**config.mk**
```make
export PLATFORM = sky130hd
export DESIGN_NAME = primogen_seeded_flat
export DESIGN_NICKNAME = d
export VERILOG_FILES = /design/src/rtl/primogen_seeded_if.sv /design/src/rtl/primogen_seeded.sv /design/src/flat_wrapper.sv
export SDC_FILE = /design/constraint.sdc
export NUM_CORES = 1
export LEC_CHECK = 0
export CAP_MARGIN = 10
export CORE_UTILIZATION = 62
export CTS_CLUSTER_DIAMETER = 40
export DETAILED_ROUTE_END_ITERATION = 6
export PLACE_DENSITY = 0.91
export SLEW_MARGIN = 20
export SYNTH_ARGS = -nofsm -noshare
export SYNTH_HDL_FRONTEND = slang
export SYNTH_SLANG_ARGS = --single-unit
```
**constraint.sdc**
```tcl
create_clock -name clk -period 4.28 [get_ports clk]
set_input_delay 0.428 -clock clk [delete_from_list [all_inputs] [get_ports clk]]
set_output_delay 0.428 -clock clk [all_outputs]
set_load 0.05 [all_outputs]
```
**src/rtl/primogen_seeded_if.sv**
```systemverilog
// Handshake/result bundle for primogen_seeded: go/load/from/dir towards the engine,
// ready/error/res back from it.
interface primogen_seeded_if #(
   parameter int WIDTH = 16
) ();
   logic             go;
   logic             load;
   logic             dir;
   logic [WIDTH-1:0] from;
   logic             ready;
   logic             error;
   logic [WIDTH-1:0] res;

   modport master (output go, load, from, dir, input ready, error, res);
   modport slave  (input go, load, from, dir, output ready, error, res);
endinterface

```
**src/rtl/primogen_seeded.sv**
```systemverilog
// Seeded prime search engine: trial division with a bit-serial restoring modulo unit.
// Optional build macro PRIMOGEN_WHEEL_EN skips even candidates and even divisors above 2.
module primogen_seeded #(
   parameter int WIDTH_LOG = 4
) (
   input  logic          clk,
   input  logic          rst,
   primogen_seeded_if.slave bus
);
   localparam int WIDTH = 1 << WIDTH_LOG;
   localparam logic [WIDTH-1:0]   ONE      = WIDTH'(1);
   localparam logic [WIDTH-1:0]   TWO      = WIDTH'(2);
   localparam logic [WIDTH:0]     TWO_W    = (WIDTH+1)'(2);
   localparam logic [WIDTH:0]     FOUR_W   = (WIDTH+1)'(4);
   localparam logic [WIDTH_LOG:0] CNT_LAST = (WIDTH_LOG+1)'(WIDTH-1);

   typedef enum logic [2:0] {
      S_IDLE    = 3'd0,
      S_CHECK   = 3'd1,
      S_MOD     = 3'd2,
      S_INSPECT = 3'd3,
      S_ERROR   = 3'd4
   } state_t;

   state_t             state_r, state_s;
   logic [WIDTH-1:0]   cand_r, cand_s, div_r, div_s, shift_r, shift_s, res_r, res_s;
   logic [WIDTH:0]     div_sq_r, div_sq_s, rem_r, rem_s;
   logic [WIDTH_LOG:0] cnt_r, cnt_s;
   logic               dir_r, dir_s, ready_r, ready_s, error_r, error_s;

   logic [WIDTH-1:0]   base_s, start_s, step_s, next_cand_s, div_next_s;
   logic [WIDTH:0]     up_sum_s, rem_trial_s, div_sq_next_s;
   logic               start_err_s, cand_err_s;

   // Start candidate for an accepted go: clamp, reject, and wheel-align
   always_comb begin
      start_err_s = 1'b0;
      if (bus.load) begin
         base_s = bus.from;
      end else if (bus.dir) begin
         base_s = res_r - ONE;
      end else begin
         base_s = res_r + ONE;
      end
      start_s = base_s;
      if (base_s < TWO) begin
         if (bus.dir) begin
            start_err_s = 1'b1;
         end else begin
            start_s = TWO;
         end
      end else begin
`ifdef PRIMOGEN_WHEEL_EN
         if (!base_s[0] && (base_s != TWO)) begin
            start_s = bus.dir ? (base_s - ONE) : (base_s + ONE);
         end else begin
            start_s = base_s;
         end
`else
         start_s = base_s;
`endif
      end
   end

   // Candidate and divisor stepping; div_sq tracks div*div without a multiplier
   always_comb begin
`ifdef PRIMOGEN_WHEEL_EN
      step_s = cand_r[0] ? TWO : ONE;
      if (div_r == TWO) begin
         div_next_s    = div_r + ONE;
         div_sq_next_s = (WIDTH+1)'(9);
      end else begin
         div_next_s    = div_r + TWO;
         div_sq_next_s = div_sq_r + (WIDTH+1)'({div_r, 2'b00}) + FOUR_W;
      end
`else
      step_s        = ONE;
      div_next_s    = div_r + ONE;
      div_sq_next_s = div_sq_r + (WIDTH+1)'({div_r, 1'b0}) + (WIDTH+1)'(1);
`endif
      up_sum_s = {1'b0, cand_r} + {1'b0, step_s};
      if (dir_r) begin
         next_cand_s = cand_r - step_s;
         cand_err_s  = ({1'b0, cand_r} < ({1'b0, step_s} + TWO_W));
      end else begin
         next_cand_s = up_sum_s[WIDTH-1:0];
         cand_err_s  = up_sum_s[WIDTH];
      end
      rem_trial_s = {rem_r[WIDTH-1:0], shift_r[WIDTH-1]};
   end

   // Next-state and datapath updates
   always_comb begin
      state_s  = state_r;
      cand_s   = cand_r;
      div_s    = div_r;
      div_sq_s = div_sq_r;
      rem_s    = rem_r;
      shift_s  = shift_r;
      cnt_s    = cnt_r;
      dir_s    = dir_r;
      res_s    = res_r;
      ready_s  = ready_r;
      error_s  = error_r;
      case (state_r)
         S_IDLE, S_ERROR: begin
            if (bus.go) begin
               dir_s    = bus.dir;
               div_s    = TWO;
               div_sq_s = FOUR_W;
               if (start_err_s) begin
                  state_s = S_ERROR;
                  ready_s = 1'b1;
                  error_s = 1'b1;
               end else begin
                  state_s = S_CHECK;
                  cand_s  = start_s;
                  ready_s = 1'b0;
                  error_s = 1'b0;
               end
            end else begin
               state_s = state_r;
            end
         end
         S_CHECK: begin
            if (div_sq_r > {1'b0, cand_r}) begin
               state_s = S_IDLE;
               res_s   = cand_r;
               ready_s = 1'b1;
            end else begin
               state_s = S_MOD;
               rem_s   = '0;
               shift_s = cand_r;
               cnt_s   = '0;
            end
         end
         S_MOD: begin
            // One restoring step per cycle, dividend bits taken MSB first
            if (rem_trial_s >= {1'b0, div_r}) begin
               rem_s = rem_trial_s - {1'b0, div_r};
            end else begin
               rem_s = rem_trial_s;
            end
            shift_s = {shift_r[WIDTH-2:0], 1'b0};
            cnt_s   = cnt_r + (WIDTH_LOG+1)'(1);
            if (cnt_r == CNT_LAST) begin
               state_s = S_INSPECT;
            end else begin
               state_s = S_MOD;
            end
         end
         S_INSPECT: begin
            if (rem_r == '0) begin
               div_s    = TWO;
               div_sq_s = FOUR_W;
               if (cand_err_s) begin
                  state_s = S_ERROR;
                  ready_s = 1'b1;
                  error_s = 1'b1;
               end else begin
                  state_s = S_CHECK;
                  cand_s  = next_cand_s;
               end
            end else begin
               state_s  = S_CHECK;
               div_s    = div_next_s;
               div_sq_s = div_sq_next_s;
            end
         end
         default: begin
            state_s = S_ERROR;
            ready_s = 1'b1;
            error_s = 1'b1;
         end
      endcase
   end

   // State and datapath registers
   always_ff @(posedge clk or negedge rst) begin
      if (!rst) begin
         state_r  <= S_IDLE;
         cand_r   <= '0;
         div_r    <= '0;
         div_sq_r <= '0;
         rem_r    <= '0;
         shift_r  <= '0;
         cnt_r    <= '0;
         dir_r    <= 1'b0;
         res_r    <= ONE;
         ready_r  <= 1'b1;
         error_r  <= 1'b0;
      end else begin
         state_r  <= state_s;
         cand_r   <= cand_s;
         div_r    <= div_s;
         div_sq_r <= div_sq_s;
         rem_r    <= rem_s;
         shift_r  <= shift_s;
         cnt_r    <= cnt_s;
         dir_r    <= dir_s;
         res_r    <= res_s;
         ready_r  <= ready_s;
         error_r  <= error_s;
      end
   end

   assign bus.ready = ready_r;
   assign bus.error = error_r;
   assign bus.res   = res_r;
endmodule

```
**src/flat_wrapper.sv**
```systemverilog
// flat-port wrapper written by rule: the top's interface ports become plain ports
module primogen_seeded_flat 
#(
   parameter int WIDTH_LOG = 4
)
  (clk, rst, bus_go, bus_load, bus_from, bus_dir, bus_ready, bus_error, bus_res);
  primogen_seeded_if #(.WIDTH((16))) bus_i ();
  input  logic clk;
  input  logic rst;
  input wire logic [$bits(bus_i.go)-1:0] bus_go;
  input wire logic [$bits(bus_i.load)-1:0] bus_load;
  input wire logic [$bits(bus_i.from)-1:0] bus_from;
  input wire logic [$bits(bus_i.dir)-1:0] bus_dir;
  output wire logic [$bits(bus_i.ready)-1:0] bus_ready;
  output wire logic [$bits(bus_i.error)-1:0] bus_error;
  output wire logic [$bits(bus_i.res)-1:0] bus_res;
  assign bus_i.go = bus_go;
  assign bus_i.load = bus_load;
  assign bus_i.from = bus_from;
  assign bus_i.dir = bus_dir;
  assign bus_ready = bus_i.ready;
  assign bus_error = bus_i.error;
  assign bus_res = bus_i.res;
  primogen_seeded #(.WIDTH_LOG(WIDTH_LOG)) u_core (.clk(clk), .rst(rst), .bus(bus_i));
endmodule
```
==> metrics.yaml, run 1 <==
outcome:
  status: "completed"
sta:
  layout_setup_ws_ns: 0.377
  fmax_mhz: 256
  setup_tns_ns: 0
  slew-limit-headroom: 0.405
  finalHoldViolCount: 0
  period_needed_ns: 3.90
  min_period_over_period: 0.912
  worst_pin_slew_ns: 0.893
  setup-violations-final: 0
  timing.final.max_slew_violations: 0
  fin_skew_ns: 0.00943
  rsz0062_at_grt: "no"
pwr:
  power.internal_uw: 3310
  p_leak_uw: 0.00417
  netSwitchingPower_uw: 2990
  power_frac_comb: 0.593
  p_per_area_nw_per_um2: 697
  pwr-share-clk: 0.130
  swShare: 0.475
  p_total_uw: 6300
  seqPwrFrac: 0.277
  irDropWorstVdd_mv: 0.541
floorplan:
  die_h_um: 116
  start_util: 0.638
  die_area_um2: 13600
  io_pins: 39
  die_w_um: 116
  rows: 41
  core-area_um2: 12700
critical_path:
  reg2reg_depth: 11
  reg2reg_from: "u_core.bus.res[1]"
  cp.arrival_ns: 4.16
  crit_fanout: 32
  slowest_stage: "clkdlybuf4s50_1"
  rrSetupSlack_ns: 0.64
  cp_num_buf_inv: 2
  critPathLaunchType: "primary input"
  r2r-end: "u_core.cand_r[0]"
  critical-path-max-stage-delay_ns: 0.64
  path_class: "in2reg"
  crit_chain: "clkdlybuf4s50_1 > buf_4 > ha_1 > and4_1 > o211a_1 > a211o_1 > a31oi_1 > o211ai_1 > or4_4 > nor4_4 > a31o_4 > mux2i_1 > nand2_1"
  crit_path_end_kind: "flip-flop"
  crit_family: "compound AO/OA/AOI/OAI gates"
  cp.required_ns: 4.53
final_layout:
  final_common_cell: "nand2_1"
  nNetsFinal: 1112
  num-fill-cells: 971
  fin_cells: 1199
  final_cell_mix: "nand2_1, o21ai_0, dfrtp_1"
  final_layout_size_suffix_gt1_frac: 0.0623
  regArea_um2: 2730
  n_antenna_cell: 0
  final_core_util: 0.711
  multiInputGateArea_um2: 5040
  area_growth_pct: 11.3
synthesis:
  synth.yosys.seq_area_share: 0.336
  synthArstFlopShare: 1.00
  yosys_warnings: 0
  synth-edff-count: 0
  syn_nets: 1076
  mappedNetlistArea_um2: 8120
  synth_cell_types: 77
  ys_ff_latch: 109
  syn_avg_cell_area_um2: 8.24
  synth_ff_type: "dfrtp_1"
  syn-instance-count: 986
placed_design:
  io_buffers: 38
  gp_congestion: 0.950
  dpl.cell_count: 1183
  place.detailed.hpwl_mm: 14.7
  dp_slack_ns: 0.0573
routing:
  vias: 7697
  wl_mm: 20.5
  drc_errors: 0
  wl_per_cell_um: 17.1
  ant_nets: 0
  firstDrtPassIters: 7
  drt_iter0_markers: 676
  via_per_inst: 6.42
cts:
  htree_levels: 3
  cts_buffers: 9
  clock-sinks: 109
  ctsHoldBuffers: 0
  clockBufferDepth: 2
  cts_root_buf: "clkbuf_16"
  cts_setup_buffers: 0
  cts_tree: "built"
  clk_latency_ns: 0.37
  clk_pin_slew_ns: 0.07
  cts_resized: 0
flow_run:
  cap_violations: 0
global_routing:
  grt_pass1_vias: 7188
  grt_pass1_wl_mm: 33.7
  globalRouteOverflowTotal: 0
  grt_max_degree: 82
  antenna_found_initial: 0
  track_usage: 0.315
worst_hold_path:
  hp-class: "in2async"
[state kept, by name, indices dropped and copies added, names as in the netlist]
register / count
u_core.bus.error: 1
u_core.bus.ready: 1
u_core.bus.res: 16
u_core.cand_r: 16
u_core.cnt_r: 5
u_core.dir_r: 1
u_core.div_r: 16
u_core.div_sq_r: 17
u_core.rem_r: 17
u_core.shift_r: 16
u_core.state_r: 3
[layout make-up]
type | instances | share of cell area
Tap cell | 172 | 0.0238
Sequential cell | 109 | 0.302
Multi-Input combinational cell | 785 | 0.558
Clock buffer | 11 | 0.0279
Clock inverter | 5 | 0.00387
Inverter | 55 | 0.0228
Timing Repair Buffer | 62 | 0.0621
[metrics by stage]
| stage | hold slack, ns | cell area, um^2 |
|---|---|---|
| 2_1_floorplan | 0.132 | 8120 |
| 3_5_place_dp | 0.474 | 8750 |
| 3_3_place_gp | 0.461 | 8750 |
| 4_1_cts | 0.290 | 9040 |
| 6_report | 0.0965 | 9040 |
| 5_1_grt | 0.165 | 9040 |
[per-layer routing]
layer | part of all wire | track usage
met1 | 0.43 | 0.396
met4 | 0.026 | 0.129
met3 | 0.072 | 0.0716
met2 | 0.47 | 0.523
met5 | 0 | 0
[power by group through the flow]
stage	combinational (uW)	clock, uW	sequential (uW)
after floorplan	2560	0	1900
after global placement	3540	0	1730
after global routing	4090	870	1780
after CTS	3680	832	1720
final	3740	822	1740
after detailed placement	3630	0	1740
[cell families after synthesis]
group,count (synthesis),share of synthesized area
and+or+nand+nor,340,0.199
adders and majority gates,69,0.109
AOI/OAI and AO/OA,323,0.250
xor gates and xnor gates,33,0.0356
buffers and inverters,92,0.0448
DFF,109,0.336
muxes,20,0.0250
[cells in the mapped netlist, drive strengths merged, types with 4 or more instances]
master / number / share of area
o31ai: 8 / 0.0074
nor2b: 10 / 0.0077
mux2i: 18 / 0.022
nand2: 130 / 0.060
o21ai: 121 / 0.075
a211oi: 7 / 0.0071
or3: 12 / 0.0092
o22a: 4 / 0.0043
nand4: 15 / 0.012
o21a: 12 / 0.011
a22oi: 4 / 0.0037
nor3b: 4 / 0.0037
a21o: 22 / 0.020
and3: 19 / 0.015
o211ai: 6 / 0.0055
o21bai: 5 / 0.0046
nor3: 14 / 0.0086
nor4: 10 / 0.0095
buf: 7 / 0.0055
or2: 5 / 0.0039
a2111oi: 4 / 0.0066
dfrtp: 107 / 0.33
nor2: 78 / 0.036
a31oi: 13 / 0.010
xor2: 12 / 0.013
nand3: 20 / 0.013
nand2b: 6 / 0.0046
clkbuf: 30 / 0.014
or4: 8 / 0.0079
o22ai: 7 / 0.0054
ha: 66 / 0.10
a21oi: 73 / 0.045
xnor2: 21 / 0.023
inv: 55 / 0.025
[worst reg2reg max path, delay by kind of cell (launching register included)]
family / cells / cell delay [ns]
fa+ha+maj: 1 / 0.47
mux: 1 / 0.25
xor+xnor: 1 / 0.17
compound gates: 5 / 1.38
simple gates: 3 / 0.81
flops: 1 / 0.45
[worst max-delay path by stage]
stage / start / end / slack [ns] / cells after the start
floorplan: u_core.bus.res[1] / u_core.cand_r[3] / 0.82 / 12
global placement: bus_dir / u_core.cand_r[0] / 0.14 / 13
detailed placement: bus_dir / u_core.cand_r[0] / 0.06 / 13
CTS: bus_dir / u_core.cand_r[0] / 0.43 / 13
global route: bus_dir / u_core.cand_r[6] / 0.23 / 13
finish: bus_dir / u_core.cand_r[0] / 0.38 / 13
No activity file was read; power rests on OpenSTA's default activity.
==> run 2, diff against run 1 <==
Settings changed: CORE_UTILIZATION 62 to 56, PLACE_DENSITY 0.91 to 0.87.
Clock period 4.28 ns to 3.46 ns, I/O delays scaled along.
==> metrics.yaml, run 2 (synthesized netlist as in run 1, its figures left out) <==
outcome:
  status: "finished, violations left"
  violations: "negative hold slack"
floorplan:
  io_pins: 39  # unchanged
  die_area_um2: 15000  # +11%
  die_h_um: 122  # +5.1%
  die_w_um: 122  # +5.1%
  rows: 43  # +4.9%
  core-area_um2: 14000  # +10%
  start_util: 0.581  # -0.0578
cts:
  ctsHoldBuffers: 0  # unchanged
  htree_levels: 3  # unchanged
  cts_root_buf: "clkbuf_16"
  clk_latency_ns: 0.37  # about the same
  clockBufferDepth: 2  # unchanged
  clk_pin_slew_ns: 0.08  # about the same
  clock-sinks: 109  # unchanged
  cts_tree: "built"
  cts_buffers: 9  # unchanged
pwr:
  p_total_uw: 8550  # +36%
  irDropWorstVdd_mv: 0.490  # -9.4%
  p_per_area_nw_per_um2: 879  # +26%
  p_leak_uw: 0.00452  # +8.4%
global_routing:
  track_usage: 0.309  # -0.00588
  antenna_found_initial: 0  # unchanged
  grt_max_degree: 63  # -23%
  globalRouteOverflowTotal: 0  # unchanged
  grt_pass1_wl_mm: 36.5  # +8.5%
  grt_pass1_vias: 7681  # +6.9%
critical_path:
  crit_path_end_kind: "flip-flop"
  crit_path_start: "u_core.bus.res[1]"
  path_class: "reg2reg"
  rrSetupSlack_ns: 0.003  # -0.64 ns
  crit_fanout: 10  # -69%
  reg2reg_from: "u_core.bus.res[1]"
  r2r-end: "u_core.cand_r[0]"
  cp.required_ns: 3.77  # -0.76 ns
  reg2reg_depth: 13  # +2
  cp.arrival_ns: 3.76  # -0.40 ns
  setup.worst_path.end: "u_core.cand_r[0]"
  critPathLaunchType: "flip-flop"
final_layout:
  fin_cells: 1275  # +6.3%
  regArea_um2: 2730  # about the same
  num-fill-cells: 1078  # +11%
  final_layout_size_suffix_gt1_frac: 0.135  # +0.0728
  multiInputGateArea_um2: 5170  # +2.6%
  final_common_cell: "nand2_1"
  final_cell_mix: "nand2_1, o21ai_0, dfrtp_1"
  n_antenna_cell: 0  # unchanged
  stdcell_area_um2: 9720  # +7.4%
  area_growth_pct: 19.6
  reg.largest.list: "u_core.div_sq_r (17), u_core.rem_r (17)"
  nNetsFinal: 1180  # +6.1%
sta:
  worst_hold_slack_ns: -0.0132  # -0.110 ns
  fin_skew_ns: 0.0201  # +0.0106 ns
  slew-limit-headroom: 0.528  # +0.123
  fmax_mhz: 289
  min_period_over_period: 0.999
  setup_tns_ns: 0  # unchanged
  rsz0062_at_grt: "yes"
  worst_pin_slew_ns: 0.708  # -0.185 ns
  period_needed_ns: 3.46
  setup-violations-final: 0  # unchanged
  finalHoldViolCount: 14  # +14
  timing.final.max_slew_violations: 0  # unchanged
routing:
  firstDrtPassIters: 5  # -2
  vias: 7982  # +3.7%
  wl_per_cell_um: 17.6  # +3.0%
  wl_mm: 22.4  # +9.5%
  ant_nets: 0  # unchanged
  drt_iter0_markers: 619  # -8.4%
  via_per_inst: 6.26  # -2.5%
  drc_errors: 0  # unchanged
placed_design:
  place.detailed.hpwl_mm: 15.8  # +7.7%
  io_buffers: 38  # unchanged
  dpl_cell_area_um2: 9190  # +5.0%
  dpl.cell_count: 1246  # +5.3%
  gp_congestion: 0.929  # -2.1%
flow_run:
  cap_violations: 0  # unchanged
worst_hold_path:
  hp-class: "in2async"
-- run 2: worst min-delay path by stage --
stage | startpoint | endpoint | slack (ns) | depth (start not counted)
after detailed placement | rst | u_core.cnt_r[2] | 0.41 | 1
after global placement | rst | u_core.cnt_r[2] | 0.41 | 1
after CTS | rst | u_core.cnt_r[2] | 0.02 | 1
after global routing | rst | u_core.cnt_r[3] | 0.04 | 1
after floorplan | rst | u_core.bus.error | 0.05 | 0
final | rst | u_core.cnt_r[3] | -0.01 | 1
-- run 2: cell type report --
type	instances	area share
clock buffer	9	0.0232
clock inverter	7	0.00798
inverter	55	0.0212
multi-input combinational	787	0.532
sequential	109	0.281
tap	180	0.0232
timing repair buffer	128	0.111
-- run 2: stage by stage --
| stage | util | setup slack (ns) |
|---|---|---|
| after CTS | 0.687 | -0.00878 |
| after global placement | 0.657 | -0.534 |
| after floorplan | - | 0.00232 |
| after global routing | 0.695 | -0.102 |
| after detailed placement | 0.657 | -0.628 |
| final | 0.695 | 0.00278 |
-- run 2: what timing repair did --
action | 4_1_cts | 5_1_grt
pin swaps | 13 | 13
gates cloned | 2 | 0
resized for setup | 13 | 14
setup endpoints to repair | 17 | 37
setup buffers | 6 | 5
-- run 2: report_power, final --
| part | switching, uW | internal [uW] | total (uW) |
|---|---|---|---|
| logic | 3030 | 2320 | 5350 |
| registers | 439 | 1680 | 2120 |
| clock network | 557 | 514 | 1070 |
-- run 2: worst max-delay path, cell delays in order (launching register included) --
cell	delay [ns]
dfrtp_2	0.45
fa_2	0.40
a21o_1	0.20
a221oi_4	0.34
o221ai_4	0.21
buf_4	0.17
a41o_1	0.25
a21oi_2	0.16
or4_4	0.15
nor4_4	0.03
buf_4	0.17
a31o_4	0.27
or4_1	0.51
nand2_1	0.08
-- run 2: layer usage --
metal | GRT usage | up-vias | part of all wire
li1 | - | 3798 | -
met1 | 0.393 | 3758 | 0.43
met2 | 0.503 | 349 | 0.47
met3 | 0.0437 | 77 | 0.061
met4 | 0.178 | 0 | 0.039
met5 | 0 | - | 0
